## src/rtl/sevenseg_scan_mux.sv

```systemverilog
// rtl/sevenseg_scan_mux.sv - time-multiplexed N-digit common-anode seven-segment scanner
// Optional per-digit blink enabled by defining SEVENSEG_BLINK_EN.
module sevenseg_scan_mux #(
    parameter int N_DIGITS     = 8,
    parameter int SLOT_CYCLES  = 16,
    parameter int BLANK_CYCLES = 1,
    parameter int BRIGHT_W     = 4,
    parameter int BLINK_FRAMES = 64
) (
    input  logic                  sevenseg_clk,
    input  logic                  reset,
    input  logic [7*N_DIGITS-1:0] seg_in,
    input  logic [N_DIGITS-1:0]   digit_en,
    input  logic [BRIGHT_W-1:0]   brightness,
`ifdef SEVENSEG_BLINK_EN
    input  logic [N_DIGITS-1:0]   blink_mask,
`endif
    output logic [6:0]            segval,
    output logic [N_DIGITS-1:0]   select,
    output logic                  frame_start
);

    localparam int PH_W   = $clog2(SLOT_CYCLES);
    localparam int IDX_W  = (N_DIGITS > 1) ? $clog2(N_DIGITS) : 1;
    localparam int ON_W   = $clog2(SLOT_CYCLES + 1);
    localparam int MAX_ON = SLOT_CYCLES - BLANK_CYCLES;

    logic [PH_W-1:0]     r_phase;
    logic [IDX_W-1:0]    r_idx;
    logic [ON_W-1:0]     r_on;
    logic [6:0]          r_segval;
    logic [N_DIGITS-1:0] r_select;
    logic                r_frame_start;

    logic [ON_W-1:0]     w_on;
    logic [IDX_W-1:0]    w_low_idx;
    logic [IDX_W-1:0]    w_next_idx;
    logic                w_any_en;
    logic                w_cur_en;
    logic [6:0]          w_seg;
    logic                w_slot_end;
    logic                w_frame;
    logic                w_in_window;
    logic                w_lit;
    logic                w_blink_hide;

    // The brightness latched at phase 0 must already govern that same cycle.
    always_comb begin
        w_on = r_on;
        if (r_phase == '0) begin
            w_on = (32'(brightness) > MAX_ON) ? ON_W'(MAX_ON) : ON_W'(brightness);
        end
    end

    always_comb begin
        w_any_en   = |digit_en;
        w_low_idx  = '0;
        w_next_idx = '0;
        w_cur_en   = 1'b0;
        w_seg      = '0;
        for (int i = N_DIGITS - 1; i >= 0; i--) begin
            if (digit_en[i]) w_low_idx = IDX_W'(i);
        end
        w_next_idx = w_low_idx;
        for (int i = N_DIGITS - 1; i >= 0; i--) begin
            if (digit_en[i] && (i > int'(r_idx))) w_next_idx = IDX_W'(i);
        end
        if (!w_any_en) w_next_idx = r_idx;
        for (int i = 0; i < N_DIGITS; i++) begin
            if (i == int'(r_idx)) begin
                w_cur_en = digit_en[i];
                w_seg    = seg_in[7*i +: 7];
            end
        end
    end

    assign w_slot_end  = (r_phase == PH_W'(SLOT_CYCLES - 1));
    assign w_frame     = (r_phase == '0) && w_any_en && (r_idx == w_low_idx);
    assign w_in_window = (int'(r_phase) >= BLANK_CYCLES) &&
                         (int'(r_phase) < BLANK_CYCLES + int'(w_on));
    assign w_lit       = w_cur_en && w_in_window && !w_blink_hide;

`ifdef SEVENSEG_BLINK_EN
    localparam int FC_W = $clog2(BLINK_FRAMES + 1);

    logic [FC_W-1:0] r_frame_cnt;
    logic            r_blink_vis;
    logic            w_blink_vis;
    logic            w_cur_blink;

    // Visibility that applies to the frame starting this cycle.
    assign w_blink_vis = (w_frame && (r_frame_cnt == FC_W'(BLINK_FRAMES))) ? ~r_blink_vis
                                                                           : r_blink_vis;

    always_comb begin
        w_cur_blink = 1'b0;
        for (int i = 0; i < N_DIGITS; i++) begin
            if (i == int'(r_idx)) w_cur_blink = blink_mask[i];
        end
    end

    assign w_blink_hide = w_cur_blink && !w_blink_vis;

    always_ff @(posedge sevenseg_clk) begin
        if (reset) begin
            r_frame_cnt <= '0;
            r_blink_vis <= 1'b1;
        end else if (w_frame) begin
            r_blink_vis <= w_blink_vis;
            if (r_frame_cnt == FC_W'(BLINK_FRAMES)) r_frame_cnt <= FC_W'(1);
            else                                    r_frame_cnt <= r_frame_cnt + FC_W'(1);
        end
    end
`else
    assign w_blink_hide = (BLINK_FRAMES < 0);
`endif

    always_ff @(posedge sevenseg_clk) begin
        if (reset) begin
            r_phase       <= '0;
            r_idx         <= '0;
            r_on          <= '0;
            r_select      <= '1;
            r_segval      <= '0;
            r_frame_start <= 1'b0;
        end else begin
            r_on          <= w_on;
            r_phase       <= w_slot_end ? '0 : r_phase + PH_W'(1);
            if (w_slot_end) r_idx <= w_next_idx;
            r_select      <= w_lit ? ~(N_DIGITS'(1) << r_idx) : '1;
            r_segval      <= w_lit ? w_seg : '0;
            r_frame_start <= w_frame;
        end
    end

    assign select      = r_select;
    assign segval      = r_segval;
    assign frame_start = r_frame_start;

endmodule

```

## config.mk

```make
export PLATFORM = sky130hd
export DESIGN_NAME = sevenseg_scan_mux
export DESIGN_NICKNAME = d
export VERILOG_FILES = /design/src/rtl/sevenseg_scan_mux.sv
export SDC_FILE = /design/constraint.sdc
export NUM_CORES = 1
export LEC_CHECK = 0
export BUFFER_PORTS_ARGS = -buffer_cell sky130_fd_sc_hd__buf_4
export CORE_MARGIN = 2
export CORE_UTILIZATION = 40
export DETAILED_ROUTE_END_ITERATION = 7
export GPL_ROUTABILITY_DRIVEN = 1
export HOLD_SLACK_MARGIN = 0.15
export PLACE_DENSITY = 0.69
export SYNTH_ARGS = -nofsm -noshare
export SYNTH_HDL_FRONTEND = slang
export SYNTH_SLANG_ARGS = --single-unit
```

## constraint.sdc

```tcl
create_clock -name sevenseg_clk -period 3.6 [get_ports sevenseg_clk]
set_input_delay 0 -clock sevenseg_clk [delete_from_list [all_inputs] [get_ports sevenseg_clk]]
set_output_delay 0 -clock sevenseg_clk [all_outputs]
set_load 0.1 [all_outputs]
```

==> impl_metrics.json <==
{
  "fin_nets": 429,
  "total_power_mw": 0.7918,
  "diodes": 0,
  "antenna_found_initial": 0,
  "met1_usage_pct": 28.68,
  "fin_crit_ns": 3.346,
  "postCtsSetupBuffers": 0,
  "finalHoldViolCount": 0,
  "clockBufferDepth": 2,
  "synth_area_sq_um": 2002,
  "clock.fmax_mhz": 298.9,
  "ys_ff_latch": 28,
  "endpoint_kind": "register",
  "setup_tns_ns": 0,
  "netlist_instances": 260,
  "dr.pass1.iters": 4,
  "status": "finished clean",
  "r2r-start": "r_phase[0]",
  "synth_edf_count": 0,
  "drtIter0Drc": 96,
  "max_slew_margin_pct": 50.15,
  "critPathLaunchType": "register",
  "synth_nets": 338,
  "start_util_pct": 41.83,
  "fin_cells": 417,
  "worst_slew_pin_slew_ns": 0.7468,
  "postSynthAreaPerCell_sq_um": 7.700,
  "synth_cell_types": 49,
  "cts_sinks": 28,
  "path_cells": "inv_1 > ha_1 > or3b_4 > mux2i_1 > inv_1 > ha_1 > xor2_1 > ha_1 > o21ai_0 > nor2_1 > a2bb2oi_2 > and2_4 > or4_1",
  "io-pin-count": 86,
  "setup_viol": 0,
  "grt_start_max_net_pins": 30,
  "gp_congestion": 0.8620,
  "fill_cells": 455,
  "finalWirelength_microns": 5550,
  "fin_crit_sh_pct": 92.93,
  "die-area_sq_um": 5587,
  "post-dp-hpwl_microns": 4191,
  "skew_ns": 0.01191,
  "cp.arrival_ns": 3.49,
  "min_from": "digit_en[0]",
  "critPathMaxStageDelay_ns": 0.51,
  "rsz0062_at_grt": "no",
  "power_density_nw_per_um2": 275.3,
  "ys_warn_count": 0,
  "final_layout_size_suffix_gt1_share_pct": 31.14,
  "ir_drop_mv": 0.1826,
  "fin_hold_ws_ns": 0.1707,
  "crit_type": "register to register",
  "io_buffers": 85,
  "htreeDepth": 1,
  "cp_num_buf_inv": 2,
  "clkSlewWorstSetupHoldPaths_ns": 0.10,
  "hold_path.class": "primary input to register",
  "met3_usage_pct": 2.544,
  "drc": 0,
  "die_h_microns": 74.75,
  "cpMostUsedCell": "ha_1",
  "grt_use_met2_pct": 36.18,
  "startpoint": "r_phase[0]",
  "clk_latency_ns": 0.27,
  "vias_per_cell": 5.331,
  "seq_area_frac_synth_pct": 28.00,
  "busiest_layer": "met2",
  "final_common_cell": "buf_4",
  "area_growth_pct": 43.69,
  "cpLargestDelayFamily": "simple AND/OR/NAND/NOR gates",
  "cts_root_buf": "clkbuf_8",
  "ant_nets": 0,
  "num_rows": 25,
  "grt_pass1_wl_microns": 9494,
  "cts_tree": "yes",
  "wl_per_cell_microns": 13.31,
  "cp.required_ns": 3.74,
  "first_global_vias": 2114,
  "core_area_sq_um": 4786,
  "cts-buffers-inserted": 3,
  "grt_usage_pct": 21.47,
  "gr-total-overflow": 0,
  "maxCapViolCount": 0,
  "critPathSlowestCell": "or4_1",
  "layout_common_cells": "buf_4 (89), nor2_1 (28), dfxtp_1 (28)",
  "die_w_microns": 74.75,
  "synth_ff_type": "dfxtp_1",
  "slew_viol_final": 0,
  "p_leak_nw": 1.229,
  "synth-async-reset-ratio_pct": 0,
  "crit_fanout": 13,
  "dp.cells": 398,
  "dr_total_vias": 2223
}
worst paths after layout:
| path | endpoint | slack [ns] | depth (start not counted) |
|---|---|---|---|
| max | select[5] | 0.25 | 13 |
| min | frame_start | 0.17 | 4 |
| min reg2reg | r_on[1] | 0.55 | 2 |
| max reg2reg | select[5] | 0.25 | 13 |
layout make-up:
cell class                      instances  area (sq um)  share of cell area, %
Tap cell                               67         83.83                  2.914
Timing Repair Buffer                  104         818.3                  28.45
Inverter                                9         33.78                  1.174
Multi-Input combinational cell        205          1325                  46.06
Clock buffer                            4         55.05                  1.914
Sequential cell                        28         560.5                  19.49
state kept, by name (all words and copies together), names as in the netlist:
name and flops:
frame_start 1, r_on 5, segval 7, r_idx 3
r_phase 4, select 8
logic make-up (layout without fill, tap and decap cells):
| logic type | after synthesis | count (layout) | share of synthesized area (%) |
|---|---|---|---|
| adder cells (fa/ha/maj) | 8 | 8 | 5.000 |
| buffers and inverters | 27 | 117 | 5.937 |
| multiplexers | 10 | 10 | 6.875 |
| XOR/XNOR | 5 | 5 | 2.188 |
| AND/OR/NAND/NOR | 109 | 109 | 28.12 |
| AO/OA/AOI/OAI | 73 | 73 | 23.88 |
| flip-flops | 28 | 28 | 28.00 |
synth_stat cells (2+ instances only):
master | n | area share, %
a21boi_0 | 2 | 0.75
a21o_1 | 2 | 0.75
a21oi_1 | 14 | 3.5
a221oi_1 | 3 | 1.3
a311oi_1 | 2 | 0.88
a31o_2 | 2 | 0.88
a31oi_1 | 5 | 1.6
a32oi_1 | 4 | 1.7
buf_2 | 2 | 0.50
buf_6 | 2 | 1.1
clkbuf_1 | 13 | 2.4
dfxtp_1 | 28 | 28
ha_1 | 8 | 5.0
inv_1 | 9 | 1.7
mux2i_1 | 7 | 3.5
mux4_2 | 2 | 2.2
nand2_1 | 25 | 4.7
nand2b_1 | 8 | 2.5
nand3_1 | 5 | 1.2
nand3b_1 | 2 | 0.75
nor2_1 | 28 | 5.2
nor2b_1 | 6 | 1.9
nor3_1 | 10 | 2.5
nor3b_1 | 2 | 0.75
nor4_1 | 8 | 2.5
o211ai_1 | 8 | 3.0
o21ai_0 | 22 | 5.5
o221ai_1 | 2 | 0.88
o22ai_1 | 2 | 0.62
or2_2 | 2 | 0.62
or3_2 | 2 | 0.75
or4_1 | 3 | 1.1
xnor2_1 | 2 | 0.88
xor2_1 | 3 | 1.3
per-stage QoR:
step | worst slack (ns) | instance area [sq um] | utilization [%]
global placement | 0.2780 | 2669 | 55.76
floorplan | 0.3920 | 2002 | -
CTS | 0.1284 | 2874 | 60.05
detailed placement | 0.1624 | 2669 | 55.76
global route | 0.02082 | 2877 | 60.10
finish | 0.2544 | 2877 | 60.10
worst min-delay path, delay by kind of cell:
family	cells	cell delay, ns
xor+xnor	1	0.14
compound gates	1	0.12
buf+inv	1	0.11
simple gates	1	0.04
timing repair:
action,CTS,global route
hold endpoints to repair,20,0
setup endpoints to repair,0,6
gates resized for setup,0,1
hold buffers,15,0
power by group:
part	internal, mW	switching, mW
registers	0.324	0.00968
logic	0.124	0.144
clock network	0.0978	0.0923
layer usage:
metal,routed length [microns],vias to the layer above
li1,-,1133
met1,2485,999
met2,2624,81
met3,333,10
met4,106,0
met5,0,-
No activity file was read; power rests on OpenSTA's default activity.
